[src/rtl/ram_loader_pkg.sv]
// Shared definitions for the program-RAM loader: FSM states, default sizing
// and the idle level of the active-low load/write strobes.
package ram_loader_pkg;

    localparam int RAM_BYTES_DEF = 16;
    localparam int ADDR_W_DEF    = 4;

    // {n_load_addr, n_load_data, ram_we_n} when nothing is being loaded
    localparam logic [2:0] STROBES_INACTIVE = 3'b111;

    typedef enum logic [2:0] {
        IDLE,
        RUN,
        WAIT_BYTE,
        LOAD_ADDR,
        LOAD_DATA,
        WRITE,
        FULL
    } state_t;

endpackage

[src/rtl/ram_loader_ctrl_sync_rise_detect.sv]
// Two-flop synchronizer for an asynchronous pin strobe, followed by a
// registered rising-edge detector that emits a one-cycle pulse.
module sync_rise_detect (
    input  logic clk,
    input  logic rst,
    input  logic i_async,
    output logic o_pulse
);

    logic r_sync1;
    logic r_sync2;
    logic r_syncPrev;
    logic r_pulse;

    always_ff @(posedge clk) begin
        if (rst) begin
            r_sync1    <= 1'b0;
            r_sync2    <= 1'b0;
            r_syncPrev <= 1'b0;
            r_pulse    <= 1'b0;
        end else begin
            r_sync1    <= i_async;
            r_sync2    <= r_sync1;
            r_syncPrev <= r_sync2;
            r_pulse    <= r_sync2 & ~r_syncPrev;
        end
    end

    assign o_pulse = r_pulse;

endmodule

[src/rtl/ram_loader_ctrl.sv]
// Loads the CPU program RAM from the pins while prog_en is held, keeping the
// core stopped and owning the bus; releases the bus and runs the CPU afterwards.
module ram_loader_ctrl
    import ram_loader_pkg::*;
#(
    parameter int RAM_BYTES = RAM_BYTES_DEF,
    parameter int ADDR_W    = ADDR_W_DEF
) (
    input  logic              clk,
    input  logic              rst,
    input  logic              prog_en,
    input  logic [7:0]        byte_in,
    input  logic              byte_valid,
    output logic              byte_ready,
    output logic [7:0]        bus_out,
    output logic              bus_oe,
    output logic              n_load_addr,
    output logic              n_load_data,
    output logic              ram_we_n,
    output logic              cpu_run,
    output logic [ADDR_W:0]   load_count,
    output logic              done
);

    localparam logic [ADDR_W:0] FULL_COUNT = (ADDR_W + 1)'(RAM_BYTES);

    state_t              r_state;
    state_t              w_stateNext;
    logic [ADDR_W-1:0]   r_addr;
    logic [ADDR_W:0]     r_count;
    logic                r_done;
    logic [7:0]          r_hold;
    logic                w_bytePulse;
    logic [ADDR_W:0]     w_countInc;

    sync_rise_detect u_validSync (
        .clk     (clk),
        .rst     (rst),
        .i_async (byte_valid),
        .o_pulse (w_bytePulse)
    );

    assign w_countInc = r_count + (ADDR_W + 1)'(1);

    always_ff @(posedge clk) begin
        if (rst) begin
            r_state <= IDLE;
        end else begin
            r_state <= w_stateNext;
        end
    end

    // A started write always runs to completion; prog_en is only honoured
    // once the WRITE cycle has been issued.
    always_comb begin
        w_stateNext = r_state;
        case (r_state)
            IDLE:      w_stateNext = prog_en ? WAIT_BYTE : RUN;
            RUN:       if (prog_en) w_stateNext = WAIT_BYTE;
            WAIT_BYTE: begin
                if (!prog_en) begin
                    w_stateNext = RUN;
                end else if (w_bytePulse) begin
                    w_stateNext = LOAD_ADDR;
                end
            end
            LOAD_ADDR: w_stateNext = LOAD_DATA;
            LOAD_DATA: w_stateNext = WRITE;
            WRITE: begin
                if (w_countInc == FULL_COUNT) begin
                    w_stateNext = FULL;
                end else if (!prog_en) begin
                    w_stateNext = RUN;
                end else begin
                    w_stateNext = WAIT_BYTE;
                end
            end
            FULL:      if (!prog_en) w_stateNext = RUN;
            default:   w_stateNext = IDLE;
        endcase
    end

    // Address saturates on the final write so it never wraps back to 0.
    always_ff @(posedge clk) begin
        if (rst) begin
            r_addr  <= '0;
            r_count <= '0;
            r_done  <= 1'b0;
            r_hold  <= 8'h00;
        end else begin
            if ((r_state == RUN || r_state == IDLE) && w_stateNext == WAIT_BYTE) begin
                r_addr  <= '0;
                r_count <= '0;
                r_done  <= 1'b0;
            end
            if (r_state == WAIT_BYTE && w_stateNext == LOAD_ADDR) begin
                r_hold <= byte_in;
            end
            if (r_state == WRITE) begin
                r_count <= w_countInc;
                if (w_countInc == FULL_COUNT) begin
                    r_done <= 1'b1;
                end else begin
                    r_addr <= r_addr + ADDR_W'(1);
                end
            end
        end
    end

    always_comb begin
        cpu_run    = (r_state == RUN);
        byte_ready = (r_state == WAIT_BYTE);
        bus_oe     = 1'b0;
        bus_out    = 8'h00;
        {n_load_addr, n_load_data, ram_we_n} = STROBES_INACTIVE;
        case (r_state)
            LOAD_ADDR: begin
                bus_oe      = 1'b1;
                bus_out     = 8'(r_addr);
                n_load_addr = 1'b0;
            end
            LOAD_DATA: begin
                bus_oe      = 1'b1;
                bus_out     = r_hold;
                n_load_data = 1'b0;
            end
            WRITE:     ram_we_n = 1'b0;
            default:   ;
        endcase
    end

    assign load_count = r_count;
    assign done       = r_done;

endmodule

[config.mk]
export PLATFORM = sky130hd
export DESIGN_NAME = ram_loader_ctrl
export DESIGN_NICKNAME = d
export VERILOG_FILES = /design/src/rtl/ram_loader_pkg.sv /design/src/rtl/ram_loader_ctrl_sync_rise_detect.sv /design/src/rtl/ram_loader_ctrl.sv
export SDC_FILE = /design/constraint.sdc
export NUM_CORES = 1
export LEC_CHECK = 0
export ABC_AREA = 1
export CAP_MARGIN = 30
export CELL_PAD_IN_SITES_DETAIL_PLACEMENT = 0
export CELL_PAD_IN_SITES_GLOBAL_PLACEMENT = 1
export CORE_MARGIN = 2
export CORE_UTILIZATION = 34
export CTS_CLUSTER_DIAMETER = 40
export DETAILED_ROUTE_END_ITERATION = 16
export PLACE_DENSITY = 0.82
export REMOVE_ABC_BUFFERS = 1
export SLEW_MARGIN = 30
export SYNTH_ARGS = -nofsm -noshare
export SYNTH_HDL_FRONTEND = slang
export SYNTH_HIERARCHICAL = 1
export SYNTH_SLANG_ARGS = --single-unit
[constraint.sdc]
create_clock -name clk -period 1.75 [get_ports clk]
set_clock_uncertainty 0.05 [all_clocks]
set_input_delay 0.2625 -clock clk [delete_from_list [all_inputs] [get_ports clk]]
set_output_delay 0.2625 -clock clk [all_outputs]
set_load 0.02 [all_outputs]
==> metrics <==
hold-fix buffers at CTS=0; Rows=22; startpoint types=flip-flop; Die Area=between 4000 and 5000 um^2; first-pass GRT wire length=5.085 mm; share of layout cells above drive strength 1=about a fifth; CTS tree=built; met2 wire len=between 1 and 1.5 mm; mapped cell area=between 1000 and 1500 um^2; largest net degree at the start of global routing=15; TritonCTS Buffers=3; top cell family by delay on the critical path=buffers and inverters; clock sink count=25; cells along the critical path=inv_2, buf_4, nand3_4, dlygate4sd2_1; Final HPWL DP=around 2.2 mm; Final GP Congestion=0.7308; Netlist cell types=24; Syn Area/Cell=6.932 um^2; Max-cap violations=0; fmax=0.5949 GHz; Final Hold Viols=0; Hold Worst Slack=0.3511 ns; Placed Area=1754 um^2; Core Box Area=3661 um^2; diode count=0; vias in the first global route=approximately 1200; Synth area leaders=dfxtp_1, inv_1, nand2_1, nand3_1, a21oi_1; DRT Wirelength=3.025 mm; Top Ports=32; H-tree depth=1; crit-path max cell delay=0.39 ns; CP Buf/Inv Count=3; Worst-Margin Slew=between 0.3 and 0.4 ns; number of synthesized flops with an enable pin=0; number of remaining DRC errors=0; top cell type by total area after synthesis=dfxtp_1; vias=1270; clock share of power=32.4%; DRT iter0 DRCs=65; pwr dens=slightly below 600 nW/um^2; Die W=65.75 um; setup TNS=0 ns; RSZ-0062 raised after global routing=no; WP data arrival=roughly 1.4 ns; Layout area overhead=38.80%; highest metal used=met4; register bit total from synthesis=25; Tmin final=roughly 1.7 ns; Leak=between 0.8 and 0.9 nW; Clock transition at path regs=about 0.09 ns; DRT met1 WL=1.502 mm; Setup violations, final=0; Reg2Reg Depth=8; Clock Tree Buf Depth=2; max_slew headroom=about 79%; clk_lat worst skew=0.26 ns; Int Pwr=797.1 uW; via/cell ratio=approximately 4.5; Async SR Flop Fraction=0%; status=finished, final reports clean; synth cell count leaders=inv_1, nand2_1, dfxtp_1, nand3_1, nor2_1; CP endpoint kind=output port; Synthesis Warnings=6; Tcrit/Tclk final=just under 100%; Comb power frac=12.6%; post-route cell area=between 1500 and 2000 um^2; Nets=250; drt wl/cell=between 10 and 15 um; Antenna Violating Nets Remaining=0; Reg2Reg Setup Slack=0.19 ns; PortBufs=31; Die H=roughly 66 um; initial antenna violation count=0; Sw Share=25.01%; Max Slew Vio Count=0; Synth top area share=about two fifths; reg2reg end=r_addr[3]; WHS Endpoint=u_validSync/o_pulse; hold path cells=1; CP Class=reg2out; Mapped Cells=187; CTS root buffer=clkbuf_8; gr usage total=about 15%; starting density of the core=a little over a third; Slowest cell on crit path=dfxtp_1; WP data required=approximately 1.4 ns; GR Overflow Total=0; DR pass1 iterations=4; dominant register cell in the synthesized netlist=dfxtp_1; Place WS=-0.04245 ns; FF-to-FF Start=load_count[0]; sequential share of the synthesized area=around two fifths; hold_sp=u_validSync/r_syncPrev; Worst Slack Setup Final=a little under 0.07 ns; met3 WL=just over 90 um; Max VDD drop=~0.00026 V; worst hold path class=reg2reg; worst-path maximum fanout=8; switching power=approximately 270 uW; sequential share of power=around 55%; Util after Layout=between 40% and 50%
worst max-delay path by stage:
stage                              from          to  slack [ns]  cells past startpoint
after floorplan           load_count[0]   r_hold[0]        0.09                     11
after global placement       r_state[2]  bus_out[2]       -0.04                      4
after detailed placement     r_state[2]  bus_out[2]       -0.04                      4
after CTS                    r_state[2]  bus_out[2]       0.008                      4
after global routing         r_state[0]  bus_out[1]       0.001                      4
final                        r_state[1]    ram_we_n        0.07                      4
registers in the layout, summed over array words and instances (netlist names):
register,flops
done,1
load_count,5
r_addr,4
r_hold,8
r_state,3
u_validSync/o_pulse,1
u_validSync/r_sync1,1
u_validSync/r_sync2,1
u_validSync/r_syncPrev,1
metrics by stage:
step	instances	total power [mW]
2_1_floorplan	185	0.6636
3_3_place_gp	278	0.7320
3_5_place_dp	278	0.7325
4_1_cts	282	1.076
5_1_grt	283	1.117
6_report	283	1.063
cells by family (layout without fill, tap and decap cells):
logic type / Yosys count / in the layout / share of synthesized area [%]
fa+ha+maj: 2 / 2 / 1.930
simple gates: 91 / 92 / 35.04
buf+inv: 45 / 92 / 13.80
xor+xnor: 2 / 2 / 1.352
flops: 25 / 25 / 38.61
compound gates: 22 / 22 / 9.266
placed cells by master (no fill, tap or decap), drive strengths merged:
| cell type | synthesis | final |
|---|---|---|
| dfxtp | 25 | 25 |
| nand4 | 3 | 3 |
| nor2 | 20 | 20 |
| clkbuf | 2 | 10 |
| nor4 | 1 | 1 |
| clkdlybuf4s50 | 0 | 16 |
| xor2 | 2 | 2 |
| dlymetal6s2s | 0 | 1 |
| o22ai | 4 | 4 |
| dlygate4sd2 | 0 | 4 |
| nor3 | 1 | 1 |
| clkinv | 1 | 2 |
| nand2 | 41 | 42 |
| a31oi | 1 | 1 |
| o21ai | 4 | 4 |
| clkdlybuf4s15 | 0 | 3 |
| inv | 42 | 42 |
| buf | 0 | 14 |
| a21oi | 13 | 13 |
| ha | 2 | 2 |
| nand3 | 25 | 25 |
timing repair:
| action | CTS | global route |
|---|---|---|
| pin swaps | 0 | 3 |
| gates resized for setup | 18 | 21 |
| endpoints found under the hold margin | 0 | 0 |
| buffers inserted | 0 | 0 |
| endpoints found under the setup margin | 14 | 30 |
| cloned | 0 | 1 |
layer usage:
metal | track usage [%] | up-vias
met4 | 4.688 | 0
li1 | - | 682
met3 | 2.568 | 2
met5 | 0 | -
met2 | 23.86 | 20
met1 | 21.01 | 566
power by group through the flow:
stage          clock network, mW  logic [mW]  registers [mW]
3_5_place_dp                   0       0.136           0.597
4_1_cts                    0.358       0.135           0.584
3_3_place_gp                   0       0.136           0.596
5_1_grt                    0.382       0.150           0.585
6_report                   0.345       0.134           0.584
2_1_floorplan                  0      0.0644           0.599
layout make-up:
cell class	instances	area, um^2
Clock inverter	1	5.005
Clock buffer	3	41.29
Multi-Input combinational cell	118	650.6
Sequential cell	25	501.7
Timing Repair Buffer	45	379.1
Tap cell	48	60.06
Inverter	43	161.4
Fill cell	383	1862
(Power assumes the default switching activity.)
